File: src/rtl/op_packet_scheduler_if.sv
// Transmit path toward the monitor link serializer: one 40-bit packet
// per valid/ready handshake, then a completion pulse once it has been shifted out.
interface op_packet_scheduler_if;
  logic [39:0] tx_data;
  logic        tx_valid;
  logic        tx_ready;
  logic        tx_done;

  modport master (
    output tx_data,
    output tx_valid,
    input  tx_ready,
    input  tx_done
  );

  modport slave (
    input  tx_data,
    input  tx_valid,
    output tx_ready,
    output tx_done
  );
endinterface

File: src/rtl/op_packet_scheduler.sv
// Fixed-priority scheduler (audio > power-on > keyboard) feeding opcode packets
// to the serializer, with a programmable idle gap after each completed packet.
module op_packet_scheduler #(
  parameter int unsigned GAP_CYCLES = 16,
  parameter logic [7:0]  KBD_OPCODE = 8'hC5
) (
  input  logic                 clk,
  input  logic                 rst,
  input  logic                 audio_req,
  input  logic                 power_on_req,
  input  logic                 kbd_reply_valid,
  input  logic [31:0]          kbd_reply_data,
  output logic                 kbd_reply_ready,
  op_packet_scheduler_if.master tx,
  output logic                 busy,
  output logic                 audio_overrun
);
  localparam int unsigned   CW        = (GAP_CYCLES == 0) ? 1 : $clog2(GAP_CYCLES + 1);
  localparam logic [39:0]   AUDIO_PKT = 40'h07_0000_0000;
  localparam logic [39:0]   POWER_PKT = 40'hC6_7100_0000;
  localparam logic [CW-1:0] GAP_LOAD  = CW'((GAP_CYCLES == 0) ? 0 : GAP_CYCLES - 1);

  typedef enum logic [1:0] {S_IDLE, S_OFFER, S_WAIT_DONE, S_GAP} state_e;
  typedef enum logic [1:0] {SRC_AUDIO, SRC_POWER, SRC_KBD} src_e;

  state_e        state_q;
  src_e          src_q;
  src_e          win_src;
  logic [39:0]   win_pkt;
  logic [CW-1:0] gap_q;
  logic [39:0]   tx_data_q;
  logic          tx_valid_q, busy_q, audio_overrun_q;
  logic          audio_pend_q, power_pend_q, kbd_full_q;
  logic          audio_pend_d, power_pend_d, kbd_full_d, audio_overrun_d;
  logic [31:0]   kbd_data_q;
  logic          accept, audio_clr, power_clr, kbd_clr, kbd_capture, any_pend;

  assign kbd_reply_ready = ~kbd_full_q;
  assign tx.tx_data      = tx_data_q;
  assign tx.tx_valid     = tx_valid_q;
  assign busy            = busy_q;
  assign audio_overrun   = audio_overrun_q;

  always_comb begin
    accept      = tx_valid_q && tx.tx_ready;
    audio_clr   = accept && (src_q == SRC_AUDIO);
    power_clr   = accept && (src_q == SRC_POWER);
    kbd_clr     = accept && (src_q == SRC_KBD);
    kbd_capture = kbd_reply_valid && !kbd_full_q;
    // A request landing on its own clear edge re-arms the flag for a second packet.
    audio_pend_d    = audio_req    | (audio_pend_q & ~audio_clr);
    power_pend_d    = power_on_req | (power_pend_q & ~power_clr);
    kbd_full_d      = kbd_capture  | (kbd_full_q   & ~kbd_clr);
    audio_overrun_d = audio_req & audio_pend_q & ~audio_clr;
    any_pend        = audio_pend_q | power_pend_q | kbd_full_q;
    win_src = SRC_KBD;
    win_pkt = {KBD_OPCODE, kbd_data_q};
    if (audio_pend_q) begin
      win_src = SRC_AUDIO;
      win_pkt = AUDIO_PKT;
    end else if (power_pend_q) begin
      win_src = SRC_POWER;
      win_pkt = POWER_PKT;
    end
  end

  always_ff @(posedge clk or posedge rst) begin
    if (rst) begin
      state_q         <= S_IDLE;
      src_q           <= SRC_AUDIO;
      gap_q           <= '0;
      tx_data_q       <= '0;
      tx_valid_q      <= 1'b0;
      busy_q          <= 1'b0;
      audio_overrun_q <= 1'b0;
      audio_pend_q    <= 1'b0;
      power_pend_q    <= 1'b0;
      kbd_full_q      <= 1'b0;
      kbd_data_q      <= '0;
    end else begin
      audio_pend_q    <= audio_pend_d;
      power_pend_q    <= power_pend_d;
      kbd_full_q      <= kbd_full_d;
      audio_overrun_q <= audio_overrun_d;
      if (kbd_capture) kbd_data_q <= kbd_reply_data;
      case (state_q)
        S_IDLE: begin
          if (any_pend) begin
            state_q    <= S_OFFER;
            src_q      <= win_src;
            tx_data_q  <= win_pkt;
            tx_valid_q <= 1'b1;
            busy_q     <= 1'b1;
          end
        end
        S_OFFER: begin
          if (tx.tx_ready) begin
            state_q    <= S_WAIT_DONE;
            tx_valid_q <= 1'b0;
          end
        end
        S_WAIT_DONE: begin
          if (tx.tx_done) begin
            if (GAP_CYCLES == 0) begin
              state_q <= S_IDLE;
              busy_q  <= 1'b0;
            end else begin
              state_q <= S_GAP;
              gap_q   <= GAP_LOAD;
            end
          end
        end
        S_GAP: begin
          if (gap_q == '0) begin
            state_q <= S_IDLE;
            busy_q  <= 1'b0;
          end else begin
            gap_q <= gap_q - CW'(1);
          end
        end
        default: state_q <= S_IDLE;
      endcase
    end
  end
endmodule
File: src/flat_wrapper.sv
// flat-port wrapper written by rule: the top's interface ports become plain ports
module op_packet_scheduler_flat 
#(
  parameter int unsigned GAP_CYCLES = 16,
  parameter logic [7:0]  KBD_OPCODE = 8'hC5
)
  (clk, rst, audio_req, power_on_req, kbd_reply_valid, kbd_reply_data, kbd_reply_ready, busy, audio_overrun, tx_tx_data, tx_tx_valid, tx_tx_ready, tx_tx_done);
  op_packet_scheduler_if tx_i ();
  input  logic clk;
  input  logic rst;
  input  logic audio_req;
  input  logic power_on_req;
  input  logic kbd_reply_valid;
  input  logic [31:0] kbd_reply_data;
  output logic kbd_reply_ready;
  output logic busy;
  output logic audio_overrun;
  output wire logic [$bits(tx_i.tx_data)-1:0] tx_tx_data;
  output wire logic [$bits(tx_i.tx_valid)-1:0] tx_tx_valid;
  input wire logic [$bits(tx_i.tx_ready)-1:0] tx_tx_ready;
  input wire logic [$bits(tx_i.tx_done)-1:0] tx_tx_done;
  assign tx_tx_data = tx_i.tx_data;
  assign tx_tx_valid = tx_i.tx_valid;
  assign tx_i.tx_ready = tx_tx_ready;
  assign tx_i.tx_done = tx_tx_done;
  op_packet_scheduler #(.GAP_CYCLES(GAP_CYCLES), .KBD_OPCODE(KBD_OPCODE)) u_core (.clk(clk), .rst(rst), .audio_req(audio_req), .power_on_req(power_on_req), .kbd_reply_valid(kbd_reply_valid), .kbd_reply_data(kbd_reply_data), .kbd_reply_ready(kbd_reply_ready), .tx(tx_i), .busy(busy), .audio_overrun(audio_overrun));
endmodule
File: config.mk
export PLATFORM = sky130hd
export DESIGN_NAME = op_packet_scheduler_flat
export DESIGN_NICKNAME = d
export VERILOG_FILES = /design/src/rtl/op_packet_scheduler_if.sv /design/src/rtl/op_packet_scheduler.sv /design/src/flat_wrapper.sv
export SDC_FILE = /design/constraint.sdc
export NUM_CORES = 1
export LEC_CHECK = 0
export CORE_UTILIZATION = 42
export CTS_CLUSTER_DIAMETER = 200
export DETAILED_ROUTE_END_ITERATION = 6
export PLACE_DENSITY = 0.75
export SYNTH_ARGS = -nofsm -noshare
export SYNTH_HDL_FRONTEND = slang
export SYNTH_SLANG_ARGS = --single-unit
File: constraint.sdc
create_clock -name clk -period 3.8 [get_ports clk]
set_clock_uncertainty 0.15 [all_clocks]
set_input_delay 1.14 -clock clk [delete_from_list [all_inputs] [get_ports clk]]
set_output_delay 1.14 -clock clk [all_outputs]
set_load 0.005 [all_outputs]
Yosys cells after proc, flatten, opt, wreduce, memory -nomap -nowiden
Index checks and enable logic that the tools add are counted.

operators by class
  add/subtract/negate cells = 1
  $mul = 0
  divide/modulo/power cells = 0
  magnitude comparators = 0
  eq/ne operators = 10
  shift operators = 0
  mux-type cells = 17
  bitwise gates (word level) = 14
  reduce and logical (&&, ||, !) cells = 17

operators by type and width
  kind                   number
  $mux W40               1
  $mux W34               1
  $mux W2                6
  $mux W5                2
  $pmux W5 S2            1
  $reduce_and A3 Y1      3
  $pmux W2 S4            1
  $eq A2 B2 Y1 const B   3
  $ne A2 B2 Y1 const B   3
  $reduce_bool A2 Y1     3
  $and A1 B1 Y1          5
  $logic_and A1 B1 Y1    5
  $logic_not A5 Y1       1
  $or A1 B1 Y1           5
  $sub A5 B1 Y5 const B  1
  $eq A2 B1 Y1 const B   2
  $logic_not A2 Y1       2
  $ne A2 B1 Y1 const B   2
  $not A1 Y1             4
  $pmux W1 S2            2
  $reduce_and A4 Y1      1
  $mux W1                3
  $reduce_and A2 Y1      1
  $logic_not A1 Y1       1

storage, ports and cells
  register bits = 87
  bits in latches = 0
  RAM bits = 0
  memory bits (read-only) = 0
  input port bits = 39
  output and inout bits = 44
  memories kept = 0

Longest topological paths before layout
  depth after elaboration = 5
  mapped depth = 6
  depth with buffers taken out = 5

Worst setup path before layout
OpenSTA, ideal clock, no wires.

  kind = input-to-reg
  from = in kbd_reply_valid
  to = reg u_core.kbd_data_q[1]
  setup time = 0.125 ns
  arrival = 2.138 ns
  slack = 1.387 ns
  stages on the path = 4
  buffers on the path = 2
  cell sequence = nor2b_1 -> clkbuf_1 -> clkbuf_1 -> mux2_2

on the way
  word-level cells in the longest chain between the ends = 1

RTL lines
  what                  RTL line                   RTL
  from (decl)           flat_wrapper.sv:13         input logic kbd_reply_valid;
  $logic_and A1 B1 Y1   op_packet_scheduler.sv:49  kbd_capture = kbd_reply_valid && !kbd_full_q;
  to (signal assigned)  op_packet_scheduler.sv:85  if (kbd_capture) kbd_data_q <= kbd_reply_data;
  to (decl)             op_packet_scheduler.sv:35  logic [31:0] kbd_data_q;

No other way between the ends.
A chain may end at the register's enable or synchronous reset.

Worst setup path after layout
  from = reg u_core.kbd_full_q
  to = out kbd_reply_ready

on the way
  word-level cells in the longest chain between the ends = 1

RTL lines
  what                    RTL line                   RTL
  from (decl)             op_packet_scheduler.sv:33  logic audio_pend_q, power_pend_q, kbd_full_q;
  from (signal assigned)  op_packet_scheduler.sv:83  kbd_full_q <= kbd_full_d;
  $not A1 Y1              op_packet_scheduler.sv:38  assign kbd_reply_ready = ~kbd_full_q;
  to (decl)               flat_wrapper.sv:15         output logic kbd_reply_ready;

No other way between the ends.

==> results_dict.tcl <==
set metrics [dict create \
    fin_setup_tns_ns 0 \
    cts_resized 0 \
    portBuffers 79 \
    multi_input_area_um2 1170 \
    clockPowerShare_pct 25.2 \
    htreeDepth 3 \
    p_seq_share_pct 48.2 \
    fillers 661 \
    post-route-period-util_pct 74.1 \
    ys_ff_latch 83 \
    grt_antenna_before_repair 0 \
    num_vias 2194 \
    synth_flop_cell "dfrtp_1" \
    clk_pin_slew_ns 0.08 \
    powerDensity_nw_per_um2 598 \
    grt_max_degree 47 \
    remaining_drc_errors 0 \
    seq_area_um2 2080 \
    cts.sinks 83 \
    die_w_um 91.2 \
    areaGrowthSynthToFinish_pct 33.6 \
    wirelength_mm 6.62 \
    io_pins 83 \
    rows 32 \
    cts_tree "done" \
    coreArea_um2 7730 \
    synthArstFlopShare_pct 100 \
    synth.top_cell.area_share_pct 62.2 \
    cts_max_path_buffers 2 \
    grt_pass1_vias 2307 \
    slew_violations 0 \
    place_inst 417 \
    p_int_uw 1890 \
    fmax_mhz 355 \
    overflow 0 \
    viasPerCell 5.08 \
    crit_path_max_fanout 8 \
    hold_buffers 0 \
    synth_enable_flop_cells 0 \
    dp_hpwl_mm 4.41 \
    clock_latency_ns 0.34 \
    ys_warn_count 0 \
    antenna_cells 0 \
    setup_viol 0 \
    max_slew_margin_pct 49.7 \
    ant_nets 0 \
    die_y_um 91.2 \
    power_frac_comb_pct 26.6 \
    final_cells 432 \
    start_util_pct 43.2 \
    drt-wirelength-per-cell_um 15.3 \
    globalRouteTotalUtil_pct 17.3 \
    crit_type "reg2out" \
    p_sw_share_pct 29.2 \
    drive_above_1_share_pct 16.1 \
    cts-buffers-inserted 9 \
    hp-class "reg2reg" \
    root_buffer "clkbuf_8" \
    rsz0062_at_grt "no" \
    post_cts_buffers 0 \
    worstMarginPinSlew_ns 0.755 \
    post-route-min-period_ns 2.81 \
    maxCapViolations 0 \
    yosysTopAreaCell "dfrtp_1" \
    synth_area_leaders "dfrtp_1 62%, mux2_2 8.8%, a22o_1 7.3%" \
    first_pass_iters 4 \
    startpoint_type "flip-flop" \
    p_sw_uw 780 \
    grt_first_pass_wirelength_mm 11.2 \
    place_congestion 0.738 \
    dieArea_um2 8310 \
    synth_area_um2 3340 \
    crit_required_ns 2.51 \
    p_leak_uw 0.00195 \
    synthCells 248 \
    drt_iter0_markers 95 \
    seq_area_frac_synth_pct 62.2 \
    arrival_ns 1.52 \
    synth.avg_cell_area_um2 13.5 \
    status "finished, final reports clean" \
    critPathCaptureType "output pin" \
    ir_drop_uv 295 \
    nets 371 \
    hold_violations 0 \
    synth_cell_types 33 \
]
-- layout by cell type, fill, tap and decap left out, drive strengths merged, types with 5 or more instances in the layout --
cell	Yosys	routed
dfrtp	83	83
clkdlybuf4s50	0	79
mux2	34	34
a22o	28	28
clkbuf	14	11
nand2	10	10
nor2	10	10
inv	10	9
o31ai	8	8
ha	6	6
buf	5	5
-- stage by stage --
step                      setup slack (ns)  hold WS, ns  instance area [µm²]  util [%]  power (µW)
after floorplan                      0.373        0.309                 3350         -        1750
after global placement               0.979        0.302                 4260      55.1        1980
after detailed placement             0.962        0.307                 4260      55.1        2030
after CTS                            0.963        0.327                 4460      57.8        2700
after global routing                 0.908        0.366                 4460      57.8        2840
final                                0.985        0.322                 4460      57.8        2670
-- final cells by class --
class	count	share of cell area [%]
Clock buffer	11	2.94
Clock inverter	4	1.71
Inverter	10	0.869
Multi-Input combinational cell	138	26.2
Sequential cell	83	46.5
Tap cell	102	2.86
Timing Repair Buffer	84	18.8
-- final timing paths --
| kind | from | slack (ns) | cells past startpoint | end |
|---|---|---|---|---|
| setup / recovery | u_core.kbd_full_q | 0.99 | 2 | kbd_reply_ready |
| hold / removal | u_core.tx.tx_data[34] | 0.32 | 1 | u_core.tx.tx_data[34] |
| setup reg to reg | u_core.gap_q[0] | 1.52 | 5 | u_core.state_q[1] |
| min in group asynchronous | rst | 1.06 | 2 | u_core.kbd_data_q[6] |
| hold reg to reg | u_core.tx.tx_data[34] | 0.32 | 1 | u_core.tx.tx_data[34] |
| max in group asynchronous | rst | 1.79 | 3 | u_core.kbd_data_q[10] |
-- synthesized netlist by cell type (2+ instances only) --
| master | number |
|---|---|
| dfrtp_1 | 83 |
| a22o_1 | 28 |
| mux2_2 | 26 |
| clkbuf_1 | 14 |
| inv_1 | 10 |
| nand2_1 | 10 |
| nor2_1 | 10 |
| o31ai_1 | 8 |
| mux2_1 | 7 |
| ha_1 | 6 |
| a21oi_1 | 4 |
| buf_4 | 4 |
| nand2b_1 | 4 |
| nor2b_1 | 4 |
| o21ai_0 | 4 |
| o22ai_1 | 4 |
| a31oi_1 | 3 |
| or3_1 | 3 |
| a21o_1 | 2 |
-- flip-flops by register name, indices dropped and copies added, names as in the netlist, 2 cells and up --
register,flops
u_core.state_q,2
u_core.src_q,2
u_core.tx.tx_data,36
u_core.gap_q,5
u_core.kbd_data_q,32
-- routing by layer --
metal  vias up  wire, µm  GRT usage [%]
met4         0       123           8.33
met1      1080      3080           22.6
met3         9       303           3.60
li1       1036         -              -
met2        69      3110           27.7
met5         -         0              0
-- critical path: stages (launching register included) --
cell	delay, ns
dfrtp_1	0.59
inv_1	0.12
clkdlybuf4s50_1	0.47
-- power by group through the flow --
stage          Sequential (µW)  Clock (µW)  Combinational [µW]
3_3_place_gp              1290           0                 690
2_1_floorplan             1260           0                 490
6_report                  1290         671                 709
5_1_grt                   1320         726                 792
3_5_place_dp              1310           0                 719
4_1_cts                   1290         689                 723
-- logic make-up after synthesis --
kind of cell	synth area share, %
AND/OR/NAND/NOR	5.58
other	0.112
buffers and inverters	3.75
multiplexers	11.9
flip-flops	62.2
adder cells (fa/ha/maj)	2.25
AO/OA/AOI/OAI	14.2
Power figures use the tool's default switching activity.
